==> src/rtl/mem_stage.sv <==
// mem_stage: data-memory stage behind the ALU. Word loads/stores to an
// internal synchronous RAM, write-back mux, one-cycle load stall.
//
// Ports:
//   clk, rst_n   clock, asynchronous active-low reset
//   mem_read     load request
//   mem_write    store request (wins over mem_read when both are set)
//   mem_to_reg   select load data for write-back
//   alu_res      byte address / pass-through value
//   wr_data      store data
//   wb_data      register-file write data
//   stall        holds PC/instruction during the issuing cycle of a load
//   addr_err     sticky misalignment / read+write conflict flag
//   ld_count     saturating count of completed aligned loads
//   st_count     saturating count of performed stores
module mem_stage #(
  parameter int unsigned DEPTH = 64,
  parameter int unsigned AW    = 6
) (
  input  logic          clk,
  input  logic          rst_n,
  input  logic          mem_read,
  input  logic          mem_write,
  input  logic          mem_to_reg,
  input  logic [31:0]   alu_res,
  input  logic [31:0]   wr_data,
  output logic [31:0]   wb_data,
  output logic          stall,
  output logic          addr_err,
  output logic [15:0]   ld_count,
  output logic [15:0]   st_count
);

  localparam int unsigned CW = 16;
  localparam logic [CW-1:0] CNT_MAX = '1;

  typedef enum logic {
    IDLE = 1'b0,
    LOAD = 1'b1
  } state_t;

  state_t        state;
  logic [31:0]   mem [DEPTH];
  logic [31:0]   rd_data_q;
  logic          mis_q;

  logic [AW-1:0] idx;
  logic          aligned;
  logic          do_store;
  logic          do_load;

  // Upper address bits are dropped so addresses wrap modulo 4*DEPTH bytes.
  assign idx      = alu_res[AW+1:2];
  assign aligned  = (alu_res[1:0] == 2'b00);
  assign do_store = (state == IDLE) && mem_write && aligned;
  assign do_load  = (state == IDLE) && mem_read && !mem_write;

  // Stall must rise in the issuing cycle and drop at once under reset.
  assign stall = rst_n && do_load;

  // In LOAD the registered read data is returned; mem_to_reg=1 outside a
  // load is never issued by the control unit, so it also passes alu_res.
  always_comb begin
    wb_data = alu_res;
    if (state == LOAD) begin
      wb_data = mis_q ? 32'h0 : rd_data_q;
    end
  end

  // RAM array: no reset, contents persist across rst_n.
  always_ff @(posedge clk) begin
    if (do_store) begin
      mem[idx] <= wr_data;
    end
  end

  // State machine, read register, sticky error and counters.
  always_ff @(posedge clk or negedge rst_n) begin
    if (!rst_n) begin
      state     <= IDLE;
      rd_data_q <= 32'h0;
      mis_q     <= 1'b0;
      addr_err  <= 1'b0;
      ld_count  <= '0;
      st_count  <= '0;
    end else begin
      case (state)
        IDLE: begin
          if (mem_write) begin
            if (!aligned || mem_read) begin
              addr_err <= 1'b1;
            end
            if (aligned && (st_count != CNT_MAX)) begin
              st_count <= st_count + CW'(1);
            end
          end else if (mem_read) begin
            rd_data_q <= mem[idx];
            mis_q     <= !aligned;
            state     <= LOAD;
          end
        end
        LOAD: begin
          if (mis_q) begin
            addr_err <= 1'b1;
          end else if (ld_count != CNT_MAX) begin
            ld_count <= ld_count + CW'(1);
          end
          state <= IDLE;
        end
        default: state <= IDLE;
      endcase
    end
  end

  // mem_to_reg only matters for the external write-back convention.
  logic unused_mem_to_reg;
  assign unused_mem_to_reg = mem_to_reg;

endmodule

==> config.mk <==
export PLATFORM = sky130hd
export DESIGN_NAME = mem_stage
export DESIGN_NICKNAME = d
export VERILOG_FILES = /design/src/rtl/mem_stage.sv
export SDC_FILE = /design/constraint.sdc
export NUM_CORES = 2
export LEC_CHECK = 0
export ABC_AREA = 1
export ABC_CLOCK_PERIOD_IN_PS = 9200
export CAP_MARGIN = 20
export CORE_UTILIZATION = 45
export CTS_CLUSTER_SIZE = 40
export DETAILED_ROUTE_END_ITERATION = 12
export SLEW_MARGIN = 10
export SYNTH_ARGS = -nofsm -noshare
export SYNTH_HDL_FRONTEND = slang
export SYNTH_SLANG_ARGS = --single-unit
==> constraint.sdc <==
create_clock -name clk -period 9.2 [get_ports clk]
set_input_delay 1.84 -clock clk [delete_from_list [all_inputs] [get_ports clk]]
set_output_delay 1.84 -clock clk [all_outputs]
set_load 0.02 [all_outputs]
Word-level counts from Yosys, hierarchy flattened
Memories as Yosys holds them, arrays and structs flattened. A register that Yosys moved wholly into a read port is not among the register bits.
Cells that the tools add are included.
{"block": "totals", "register_bits": 35, "ram_bits": 2048, "inputBits": 69, "output_inout_bits": 66, "wordCells": 42, "n_memories": 1}
{"name": "mem", "depth": 64, "word_bits": 32, "read_ports": 1, "rd_clocked_by_memory_dff": 1, "wr": 1, "line": "43", "rtl": "logic [31:0] mem [DEPTH];"}
{"block": "classes", "addsub": 2, "n_eq_ne": 5, "n_mux": 11, "bitwise": 3, "reduce_logical": 15}
{"op": "two-way mux 32 bit", "count": 2}
{"op": "adder 16 x 1 -> 16 bit (second input constant)", "count": 2}
{"op": "inequality test 16 bit (second input constant)", "count": 2}
{"op": "AND reduction 3 bit", "count": 4}
{"op": "two-way mux 1 bit", "count": 7}
{"op": "logical AND 1 bit", "count": 6}
{"op": "inequality test 2 x 1 -> 1 bit (second input constant)", "count": 2}
{"op": "one-hot mux 1 bit (2 select lines)", "count": 2}
{"op": "zero test 1 bit", "count": 3}
{"op": "inverter 1 bit", "count": 3}
{"op": "zero test 2 bit", "count": 1}
{"op": "inequality test 2 bit (second input constant)", "count": 1}
{"op": "logical OR 1 bit", "count": 1}

Logic depth before layout (Yosys ltp)
{"block": "depth", "ltp_word": 6, "depth_mapped": 13, "depth_no_buf": 10}

Least setup slack after synthesis
OpenSTA, ideal clock, no wires.
{"block": "synth_timing", "kind": "input to register", "from": "input alu_res[3]", "to": "memory mem[48][0] (enable)", "setup_time_ns": 0.502, "arrival_time_ns": 5.716, "t_required_ns": 8.698, "path_slack_ns": 2.982, "cell_stages": 6, "path_buffers": 3, "path_cell_list": "buf_4 > nor2_4 > buf_2 > buf_2 > inv_1 > nor4_1"}
{"element": "from (decl)", "line": "25", "rtl": "input logic [31:0] alu_res,"}
{"element": "to (decl)", "line": "43"}
Straight into the memory's write port.

Worst setup path after layout
{"block": "layout_timing", "from": "register state", "to": "output wb_data[30]"}
{"block": "layout_via", "elab_chain_cells": 1}
{"element": "from (decl)", "line": "42", "rtl": "state_t state;"}
{"element": "from (signal assigned)", "line": "80", "rtl": "state <= IDLE;"}
{"element": "from (signal assigned)", "line": "99", "rtl": "state <= LOAD;"}
{"element": "from (signal assigned)", "line": "108", "rtl": "state <= IDLE;"}
{"element": "two-way mux 32 bit", "line": "65", "rtl": "if (state == LOAD) begin"}
{"element": "to (decl)", "line": "27", "rtl": "output logic [31:0] wb_data,"}
No other way between the ends.

==> flow_summary_export.csv <==
group,metric,value,unit
synth,synth.top_cell.area_share,68.13,%
worst_setup_path,rrSetupSlack,4.50,ns
routing,wire_per_inst,21.37,um
cts,clock_sinks,2115,
synth,syn_avg_cell_area,10.63,um^2
worst_setup_path,critPathCapture,"wb_data[30]",
status,status,"completed",
routing,via_count,58370,
synth,yosysMostFrequentCell,"nand2_1",
cts,htreeDepth,4,
worst_setup_path,required,7.36,ns
worst_setup_path,worstPathMaxFanout,20,
cts,max-clock-path-buffers,3,
grt,antenna_found_initial,16,
cts,clock_latency,0.87,ns
synth,synthFlopType,"edfxtp_1",
worst_setup_path,cpMaxStageDelayCell,"dfrtp_1",
timing,tightest_slew,1.154,ns
worst_setup_path,crit_type,"flop to primary output",
timing,final_max_slew_viol_count,0,
grt,grt_util_all_layers,23.98,%
floorplan,die_x,449.9,um
cts,cts_buffers,216,
grt,grt_max_degree,172,
cts,cts_tree,"done",
cts,holdBufCountCts,0,
placement,hpwlAfterDp,131800,um
synth,ys_ff_latch,2115,
worst_hold_path,min_path_type,"flop to flop",
timing,maxSlewHeadroom,22.86,%
floorplan,core_area,199500,um^2
timing,setup_tns,0,ns
synth,netlist_top_cells_count,"nand2_1, edfxtp_1, inv_1",
floorplan,initial_core_util,45.26,%
synth,syn_inst,8488,
placement,routabilityCongestion,0.8539,
cts,cts_setup_buffers,0,
floorplan,die_y,449.9,um
worst_setup_path,crit_cells,7,
synth,synth_edf_count,2048,
timing,finalCriticalPeriod,5.895,ns
synth,synthTopCellsByArea,"edfxtp_1, nand2_1, inv_1",
placement,port_buffers,133,
floorplan,die-area,202400,um^2
timing,grt_setup_unrepaired,"false",
final_layout,nets,8685,
worst_setup_path,critPathMaxStageDelay,0.75,ns
routing,finalWirelength,245000,um
routing,drc,0,
cts,ctsRootBufferMaster,"clkbuf_16",
worst_setup_path,r2r_start,"state$_DFF_PN0_",
floorplan,rows,164,
grt,grt_pass1_vias,54950,
timing,fin_worst_skew,0.03763,ns
final_layout,fill_cells,17280,
worst_setup_path,worst_setup_path_start_kind,"flop",
run,maxCapViolations,0,
synth,synthesis.nets,8559,
final_layout,area_growth,12.60,%
power_and_ir_drop,p_leak,0.04281,uW
power_and_ir_drop,p_per_area,201.4,nW/um^2
synth,netlist_area,90260,um^2
worst_setup_path,path_cells,"inv_1, nor2_1, buf_4, inv_1, buf_16, o21ai_0, clkdlybuf4s50_1",
cts,cts.repair.resized,0,
routing,drtIter0Drc,5938,
cts,path_clk_slew,0.06,ns
grt,overflow,0,
power_and_ir_drop,vdd_ir_drop_max,0.1853,mV
timing,setup_viol,0,
timing,hold_violations,0,
synth,ys_types,36,
synth,ys_warn_count,0,
synth,synth_seq_area_share,69.99,%
synth,async_flop_share,3.168,%
routing,routed_via_density,5.091,
timing,fmax,169.6,MHz
worst_setup_path,worstPathArrival,4.05,ns
worst_setup_path,path_delay_family,"buffers and inverters",
worst_setup_path,critPathCaptureType,"primary output",
routing,ant_nets,0,
timing,period_share,64.07,%
worst_setup_path,cp-startpoint,"state$_DFF_PN0_",
timing,holdWs,0.4687,ns
floorplan,io_pins,135,
worst_setup_path,reg2reg_to,"mem[14][19]$_DFFE_PP_",
worst_setup_path,crit_buf_inv,5,
grt,grt_pass1_wl,357800,um
worst_setup_path,worstRegToRegCells,7,
synth,synth_top_cell_by_area,"edfxtp_1",
worst_setup_path,crit_path_frequent_cell,"inv_1",
final_layout,drive_gt1_share,6.974,%
routing,drt_first_pass_iters,9,
## cells by family (layout without fill, tap and decap cells)
family	Yosys count	count (layout)	share of synthesized area (%)
and+or+nand+nor	3776	3776	17.21
DFF	2115	2115	69.99
buffers and inverters	2072	2388	9.196
AOI/OAI and AO/OA	495	495	3.307
xor gates and xnor gates	28	28	0.2717
adders and majority gates	2	2	0.02772
other	0	7	0
## through the flow
| step | utilization [%] | instance area, um^2 | worst slack [ns] | total power [uW] | std cells |
|---|---|---|---|---|---|
| floorplan | - | 90260 | 2.982 | 11480 | 8488 |
| global placement | 47.42 | 94580 | 2.710 | 12070 | 11050 |
| detailed placement | 47.45 | 94640 | 2.653 | 12090 | 11050 |
| CTS | 50.92 | 101600 | 2.965 | 20560 | 11460 |
| global route | 50.95 | 101600 | 3.123 | 21030 | 11460 |
| finish | 50.96 | 101600 | 3.305 | 20470 | 11470 |
## flip-flops by register name, indices dropped and copies added, names as in the netlist
name / flops
ld_count: 16
state: 1
mem: 2048
rd_data_q: 32
addr_err: 1
st_count: 16
mis_q: 1
## layout make-up
cell class	instances	area [um^2]	area share, %
multi-input combinational	4301	19290	18.98
sequential	2115	63180	62.16
tap	2656	3323	3.270
clock buffer	292	5932	5.837
clock inverter	116	996.0	0.9799
inverter	1690	6365	6.262
antenna	7	17.52	0.01724
timing repair buffer	290	2536	2.495
## how the worst min path moves through the flow
stage	startpoint	endpoint	cells past startpoint
finish	addr_err$_DFFE_PN0P_	addr_err$_DFFE_PN0P_	1
global route	addr_err$_DFFE_PN0P_	addr_err$_DFFE_PN0P_	1
CTS	addr_err$_DFFE_PN0P_	addr_err$_DFFE_PN0P_	1
detailed placement	addr_err$_DFFE_PN0P_	addr_err$_DFFE_PN0P_	1
global placement	addr_err$_DFFE_PN0P_	addr_err$_DFFE_PN0P_	1
floorplan	mis_q$_DFFE_PN0P_	mis_q$_DFFE_PN0P_	2
## metal layers
layer / share of wire, % / vias to the layer above / GRT usage, %
met4: 3.6 / 0 / 8.955
met3: 7.3 / 395 / 3.933
li1: - / 27560 / -
met5: 0 / - / 0
met1: 42 / 28330 / 31.90
met2: 47 / 2098 / 39.49
## cell usage in the layout (no fill, tap or decap), drive strengths merged, types with 99 or more instances in the layout
master         count
nand2           2361
edfxtp          2048
inv             1694
nand3            792
nor2             502
clkbuf           292
o21ai            289
o211ai           194
buf              191
or2              102
clkdlybuf4s50     99
## worst reg2reg max path, cell delays in order, from the launching register on
cell      delay, ns
dfrtp_1        0.62
inv_1          0.57
buf_8          0.25
nand3_1        0.23
clkinv_1       0.34
nand3_1        0.86
nor2_4         1.07
buf_4          0.42
## where the power goes
part           switching [uW]  internal [uW]
registers                36.6          10600
clock network            3720           4860
logic                     929            307
total                    4690          15800
No activity file was read; power rests on OpenSTA's default activity.
